`src/rtl/lm32_logic_arbiter_pkg.sv`:
```
// Shared widths, truth-table opcodes, lock FSM states and the
// bitwise truth-table logic function used by the logic arbiter.
package lm32_logic_arbiter_pkg;

  localparam int LM32_LOGIC_OP_W = 4;
  localparam int LM32_WORD_W     = 32;

  typedef logic [LM32_LOGIC_OP_W-1:0] lm32_op_t;
  typedef logic [LM32_WORD_W-1:0]     lm32_word_t;

  localparam lm32_op_t LM32_OP_AND   = 4'b1000;
  localparam lm32_op_t LM32_OP_OR    = 4'b1110;
  localparam lm32_op_t LM32_OP_XOR   = 4'b0110;
  localparam lm32_op_t LM32_OP_NOR   = 4'b0001;
  localparam lm32_op_t LM32_OP_PASS0 = 4'b1010;

  typedef enum logic {
    ST_UNLOCKED = 1'b0,
    ST_LOCKED   = 1'b1
  } lock_state_e;

  typedef struct packed {
    lm32_op_t   op;
    lm32_word_t opnd0;
    lm32_word_t opnd1;
  } s1_t;

  // result[b] = op[{operand_1[b], operand_0[b]}]
  function automatic lm32_word_t lm32_logic_op(
    input lm32_op_t   op,
    input lm32_word_t a0,
    input lm32_word_t a1
  );
    lm32_word_t r;
    for (int b = 0; b < LM32_WORD_W; b++) begin
      r[b] = op[{a1[b], a0[b]}];
    end
    return r;
  endfunction

endpackage

```
`src/rtl/lm32_logic_arbiter_rr.sv`:
```
// Round-robin arbiter: first masked request at or above ptr_i, wrapping.
// Ports: req_i, ptr_i, mask_i in; gnt_o (one-hot), gnt_id_o, gnt_valid_o out.
module lm32_rr_arbiter #(
  parameter int NUM_REQ = 4,
  parameter int ID_W    = 2
) (
  input  logic [NUM_REQ-1:0] req_i,
  input  logic [ID_W-1:0]    ptr_i,
  input  logic [NUM_REQ-1:0] mask_i,
  output logic [NUM_REQ-1:0] gnt_o,
  output logic [ID_W-1:0]    gnt_id_o,
  output logic               gnt_valid_o
);

  logic [NUM_REQ-1:0]   req_m;
  logic [2*NUM_REQ-1:0] dbl;
  logic [NUM_REQ-1:0]   rot;
  logic [ID_W:0]        sum;

  assign req_m = req_i & mask_i;
  // Rotate so bit 0 is the requester at ptr_i.
  assign dbl   = {req_m, req_m} >> ptr_i;
  assign rot   = dbl[NUM_REQ-1:0];

  always_comb begin
    gnt_valid_o = 1'b0;
    gnt_id_o    = '0;
    sum         = '0;
    for (int k = 0; k < NUM_REQ; k++) begin
      if (!gnt_valid_o && rot[k]) begin
        gnt_valid_o = 1'b1;
        sum = {1'b0, ptr_i} + (ID_W+1)'(k);
        if (sum >= (ID_W+1)'(NUM_REQ)) begin
          sum = sum - (ID_W+1)'(NUM_REQ);
        end
        gnt_id_o = sum[ID_W-1:0];
      end
    end
    gnt_o = gnt_valid_o ? (NUM_REQ'(1) << gnt_id_o) : '0;
  end

endmodule

```
`src/rtl/lm32_logic_arbiter.sv`:
```
// Round-robin shared truth-table logic unit with a 2-stage result pipeline.
// Ports: clk_i, rst_n_i, flush_i; per-requester req_valid_i/req_ready_o,
// req_op_i, req_operand_0_i/1_i, req_lock_i; result res_valid_o/res_ready_i,
// res_data_o, res_id_o. Macro LM32_LOGIC_ARB_LOCK_EN enables grant locking.
// req_ready_o depends combinationally on res_ready_i.
module lm32_logic_arbiter #(
  parameter int NUM_REQ  = 4,
  parameter int ID_W     = 2,
  parameter int LOCK_MAX = 8
) (
  input  logic                  clk_i,
  input  logic                  rst_n_i,
  input  logic                  flush_i,
  input  logic [NUM_REQ-1:0]    req_valid_i,
  output logic [NUM_REQ-1:0]    req_ready_o,
  input  logic [4*NUM_REQ-1:0]  req_op_i,
  input  logic [32*NUM_REQ-1:0] req_operand_0_i,
  input  logic [32*NUM_REQ-1:0] req_operand_1_i,
  input  logic [NUM_REQ-1:0]    req_lock_i,
  output logic                  res_valid_o,
  input  logic                  res_ready_i,
  output logic [31:0]           res_data_o,
  output logic [ID_W-1:0]       res_id_o
);

  import lm32_logic_arbiter_pkg::*;

  logic [NUM_REQ-1:0] gnt;
  logic [NUM_REQ-1:0] mask;
  logic [ID_W-1:0]    gnt_id;
  logic               gnt_valid;
  logic               adv1;
  logic               adv2;
  logic               take;

  logic               s1_valid_q, s1_valid_d;
  s1_t                s1_q, s1_d;
  logic [ID_W-1:0]    s1_id_q, s1_id_d;
  logic               res_valid_q, res_valid_d;
  lm32_word_t         res_data_q, res_data_d;
  logic [ID_W-1:0]    res_id_q, res_id_d;
  logic [ID_W-1:0]    rr_ptr_q, rr_ptr_d;

  lm32_rr_arbiter #(
    .NUM_REQ (NUM_REQ),
    .ID_W    (ID_W)
  ) u_rr (
    .req_i       (req_valid_i),
    .ptr_i       (rr_ptr_q),
    .mask_i      (mask),
    .gnt_o       (gnt),
    .gnt_id_o    (gnt_id),
    .gnt_valid_o (gnt_valid)
  );

  assign adv2 = !res_valid_q | res_ready_i;
  assign adv1 = !s1_valid_q | adv2;
  // rst_n_i gate keeps ready low while reset is held.
  assign take = gnt_valid & adv1 & !flush_i & rst_n_i;
  assign req_ready_o = gnt & {NUM_REQ{take}};

`ifdef LM32_LOGIC_ARB_LOCK_EN
  localparam int CNT_W = $clog2(LOCK_MAX) + 1;

  lock_state_e        lock_st_q, lock_st_d;
  logic [ID_W-1:0]    owner_q, owner_d;
  logic [CNT_W-1:0]   cnt_q, cnt_d;

  always_ff @(posedge clk_i or negedge rst_n_i) begin
    if (!rst_n_i) begin
      lock_st_q <= ST_UNLOCKED;
      owner_q   <= '0;
      cnt_q     <= '0;
    end else begin
      lock_st_q <= lock_st_d;
      owner_q   <= owner_d;
      cnt_q     <= cnt_d;
    end
  end

  always_comb begin
    lock_st_d = lock_st_q;
    owner_d   = owner_q;
    cnt_d     = cnt_q;
    if (flush_i) begin
      lock_st_d = ST_UNLOCKED;
      cnt_d     = '0;
    end else if (take) begin
      unique case (lock_st_q)
        ST_UNLOCKED: begin
          if (req_lock_i[gnt_id]) begin
            lock_st_d = ST_LOCKED;
            owner_d   = gnt_id;
            cnt_d     = CNT_W'(1);
          end
        end
        ST_LOCKED: begin
          if (!req_lock_i[gnt_id] ||
              cnt_q == CNT_W'(LOCK_MAX-1)) begin
            lock_st_d = ST_UNLOCKED;
            cnt_d     = '0;
          end else begin
            cnt_d = cnt_q + CNT_W'(1);
          end
        end
        default: lock_st_d = ST_UNLOCKED;
      endcase
    end
  end

  // While locked, only the owner can win, even when it is idle.
  always_comb begin
    mask = '1;
    if (lock_st_q == ST_LOCKED) begin
      mask = NUM_REQ'(1) << owner_q;
    end
  end
`else
  logic lock_unused;
  assign lock_unused = ^req_lock_i ^ LOCK_MAX[0];
  assign mask = '1;
`endif

  always_comb begin
    s1_valid_d  = s1_valid_q;
    s1_d        = s1_q;
    s1_id_d     = s1_id_q;
    res_valid_d = res_valid_q;
    res_data_d  = res_data_q;
    res_id_d    = res_id_q;
    rr_ptr_d    = rr_ptr_q;
    if (adv2) begin
      res_valid_d = s1_valid_q;
      if (s1_valid_q) begin
        res_data_d = lm32_logic_op(s1_q.op, s1_q.opnd0,
                                   s1_q.opnd1);
        res_id_d   = s1_id_q;
      end
    end
    if (adv1) begin
      s1_valid_d = 1'b0;
    end
    if (take) begin
      s1_valid_d = 1'b1;
      s1_d.op    = req_op_i[{gnt_id, 2'b00} +: 4];
      s1_d.opnd0 = req_operand_0_i[{gnt_id, 5'b0} +: 32];
      s1_d.opnd1 = req_operand_1_i[{gnt_id, 5'b0} +: 32];
      s1_id_d    = gnt_id;
      rr_ptr_d   = (gnt_id == ID_W'(NUM_REQ-1)) ? '0
                   : gnt_id + ID_W'(1);
    end
    if (flush_i) begin
      s1_valid_d  = 1'b0;
      res_valid_d = 1'b0;
    end
  end

  always_ff @(posedge clk_i or negedge rst_n_i) begin
    if (!rst_n_i) begin
      s1_valid_q  <= 1'b0;
      s1_q        <= '0;
      s1_id_q     <= '0;
      res_valid_q <= 1'b0;
      res_data_q  <= '0;
      res_id_q    <= '0;
      rr_ptr_q    <= '0;
    end else begin
      s1_valid_q  <= s1_valid_d;
      s1_q        <= s1_d;
      s1_id_q     <= s1_id_d;
      res_valid_q <= res_valid_d;
      res_data_q  <= res_data_d;
      res_id_q    <= res_id_d;
      rr_ptr_q    <= rr_ptr_d;
    end
  end

  assign res_valid_o = res_valid_q;
  assign res_data_o  = res_data_q;
  assign res_id_o    = res_id_q;

endmodule
```
`config.mk`:
```
export PLATFORM = sky130hd
export DESIGN_NAME = lm32_logic_arbiter
export DESIGN_NICKNAME = d
export VERILOG_FILES = /design/src/rtl/lm32_logic_arbiter_pkg.sv /design/src/rtl/lm32_logic_arbiter_rr.sv /design/src/rtl/lm32_logic_arbiter.sv
export SDC_FILE = /design/constraint.sdc
export NUM_CORES = 1
export LEC_CHECK = 0
export CAP_MARGIN = 40
export CORE_MARGIN = 2
export CORE_UTILIZATION = 42
export CTS_CLUSTER_SIZE = 14
export DETAILED_ROUTE_END_ITERATION = 8
export PLACE_DENSITY_LB_ADDON = 0.12
export SETUP_SLACK_MARGIN = 0.2
export SLEW_MARGIN = 20
export SYNTH_ARGS = -nofsm -noshare
export SYNTH_HDL_FRONTEND = slang
export SYNTH_HIERARCHICAL = 1
export SYNTH_SLANG_ARGS = --single-unit
```
`constraint.sdc`:
```
create_clock -name clk_i -period 7.29 [get_ports clk_i]
set_clock_uncertainty 0.2 [all_clocks]
set_input_delay 1.0935 -clock clk_i [delete_from_list [all_inputs] [get_ports clk_i]]
set_output_delay 1.0935 -clock clk_i [all_outputs]
set_load 0.02 [all_outputs]
```
==> impl_metrics.yaml <==
status:
  status: "finished clean"
sta:
  final-max-slew-violation-count: 0
  unrepaired_setup_endpoints_after_global_routing: "no"
  timing.fmax_mhz: 224
  hold_viol_final: 0
  post-route-period-util_pct: 61.1
  finalSetupViolCount: 0
  slew_margin_rel_pct: 52.3
  final_total_negative_setup_slack_ns: 0
  timing.final.crit_period_ns: 4.46
  tightest_slew_ns: 0.715
floorplanning:
  die_h_um: 130
  die_area_um2: 17000
  ioPinCount: 323
  effective_utilization_at_floorplan_pct: 42.5
  die_w_um: 130
  row_count: 46
  core_area_um2: 15800
yosys:
  synthSimpleGateAreaFrac_pct: 1.96
  yosys_most_used_dff: "dfrtp_1"
  avgSynthCellArea_um2: 16.7
  synth-compound-area-share_pct: 2.00
  synth_fa_ha_area_share_pct: 0.187
  ys.warnings.count: 6
  synth_top_cells_by_area: "dfrtp_1, mux4_2, mux2_2"
  number_of_flip_flops_and_latches_in_the_synthesized_netlist: 108
  yosysMostFrequentCell: "dfrtp_1"
  async_flop_share_pct: 100
  mappedNetlistArea_um2: 6710
  post_synth_most_frequent_cells: "dfrtp_1, mux2_2, mux4_2"
  synth.distinct_cells: 30
  synth_edf_count: 0
  yosysSeqAreaShare_pct: 40.3
  synth_top_family_by_area: "multiplexers"
  syn-instance-count: 401
  post-synth-top-area-cell: "dfrtp_1"
  synthesized_area_fraction_occupied_by_xor_and_xnor_cells_pct: 0
  synthMuxAreaShare_pct: 51.4
  yosys.area.top_type_share_pct: 40.3
setup_path:
  critical_path_arrival_ns: 3.16
  crit_path_top_delay_cell: "clkdlybuf4s50_1"
  startpoint_type_of_the_worst_setup_path: "primary input"
  setup_slack_reg_to_reg_ns: 4.30
  worstPathRequired_ns: 6.00
  cp_slowest_stage_delay_ns: 0.62
  critical_path.max_fanout: 8
  path_class: "primary input to output pin"
  endpoint_of_the_worst_slack_reg_to_reg_timing_path: "s1_q[28]"
  setup.worst_path.end_class: "output pin"
  r2r_cells: 6
  r2r_start: "rr_ptr_q[0]"
  crit_path_cell_trace: "clkdlybuf4s50_1, nand2_1, nand4_1, nand2_1, a211oi_4, and2_1, clkdlybuf4s50_1"
route:
  remaining_antenna_violation_count: 0
  first_pass_iters: 4
  vias_per_cell: 5.44
  routed_wire_length_per_instance_um: 20.5
  routed-via-count: 5043
  drtIter0Drc: 172
  drc: 0
  drt_wl_total_um: 19000
flow_run:
  max_cap_viol_count: 0
clock_tree:
  ctsLongestPathBuffers: 2
  clk_pin_slew_worst_paths_ns: 0.07
  post_cts_buffers: 0
  numClockSinks: 108
  cts_inserted_buffers: 9
  cts_hold_buf: 0
  h_tree_depth: 3
  cts_root_buffer: "clkbuf_16"
  cts_repair_resize_count: 0
  worstSkewPairLatency_ns: 0.35
  clock_tree_from_tritoncts: "yes"
global_routing:
  grt_first_pass_wirelength_um: 28500
  grt_start_max_net_pins: 61
  grt_remaining_overflow: 0
  number_of_antenna_violations_at_the_first_check_in_global_routing: 0
  global_route.usage.total_pct: 22.3
  grt_pass1_vias: 5638
placement:
  dp.final_hpwl_um: 14400
  gp_routability_congestion: 0.787
  port_buffers: 318
hold_path:
  timing.hold.worst.class: "flip-flop to flip-flop"
  hold_wc_startpoint: "res_data_o[19]"
  hold-path-cell-count: 1
  whs_endpoint: "res_data_o[19]"
pwr:
  pwr_density_cell_nw_per_um2: 304
  p_total_w: 0.00316
  static-leakage-power_nw: 3.89
  irDropWorstVdd_uv: 147
cells_and_area:
  nets: 991
  area_growth_syn_to_layout_pct: 55.1
  antenna_cells: 0
  final_layout_fill_cell_count: 1168
  layout-drive-gt1-share_pct: 34.2
cells in the final DEF, fill, tap and decap left out, drive strengths merged:
cell / instances
a31oi: 2
nor2: 3
clkdlybuf4s50: 317
clkinv: 3
conb: 8
dfrtp: 108
o221ai: 2
and2: 6
inv: 2
a2bb2oi: 1
nand2b: 1
nand2: 9
o211ai: 2
a311oi: 1
buf: 11
nor2b: 1
clkbuf: 11
o21ai: 3
a22oi: 1
clkinvlp: 1
mux4: 100
bufinv: 1
a211oi: 3
a21oi: 3
ha: 1
nand4: 1
nand3: 3
mux2: 106
metal layers:
metal / vias up / routed length, um / track usage, %
met2: 217 / 10000 / 40.3
li1: 2221 / - / -
met4: 0 / 523 / 8.82
met3: 39 / 1390 / 5.13
met5: - / 0 / 0
met1: 2566 / 7100 / 25.8
how the worst max path moves through the flow:
| stage | slack (ns) | depth (start not counted) | from | endpoint |
|---|---|---|---|---|
| after detailed placement | 2.83 | 7 | req_valid_i[1] | req_ready_o[2] |
| after CTS | 2.84 | 7 | req_valid_i[1] | req_ready_o[2] |
| final | 2.83 | 7 | req_valid_i[1] | req_ready_o[2] |
| after floorplan | 3.76 | 7 | req_valid_i[1] | req_ready_o[0] |
| after global placement | 2.80 | 7 | req_valid_i[2] | s1_q[28] |
| after global routing | 2.74 | 7 | req_valid_i[1] | req_ready_o[2] |
power by group:
group / leakage, nW / total (W) / switching, W / internal, W
combinational: 2.48 / 0.00152 / 0.000529 / 0.000993
sequential: 1.27 / 0.00116 / 0.000279 / 0.000882
clock: 0.139 / 0.000477 / 0.000212 / 0.000265
per-stage QoR:
step	utilization, %	setup WS (ns)	cells	hold slack [ns]	instance area, um^2
CTS	65.8	2.84	926	0.309	10400
finish	66.0	2.83	927	0.304	10400
global route	66.0	2.74	927	0.327	10400
floorplan	-	3.76	408	0.275	6730
detailed placement	64.0	2.83	910	0.294	10100
global placement	63.3	2.80	906	0.288	9990
cells by family after synthesis:
logic type,Yosys count
flip-flops,108
AND/OR/NAND/NOR,24
buffers and inverters,43
multiplexers,206
other,1
adder cells (fa/ha/maj),1
AO/OA/AOI/OAI,18
layout make-up:
| type | instances | area (um^2) | share of cell area [%] |
|---|---|---|---|
| Inverter | 2 | 7.51 | 0.0722 |
| Tap cell | 216 | 270 | 2.60 |
| Sequential cell | 108 | 2710 | 26.0 |
| Multi-Input combinational cell | 257 | 3790 | 36.4 |
| Clock buffer | 11 | 233 | 2.24 |
| Timing Repair Buffer | 328 | 3340 | 32.1 |
| Clock inverter | 5 | 52.6 | 0.505 |
registers in the layout, indices dropped and copies added, names as in the netlist:
register,count
res_id_o,2
res_valid_o,1
rr_ptr_q,2
s1_q,68
s1_id_q,2
res_data_o,32
s1_valid_q,1
worst max-delay path: cells and delay by family:
family	cells	cell delay [ns]
buf+inv	2	1.09
simple gates	4	0.65
compound gates	1	0.33
Power figures use the tool's default switching activity.
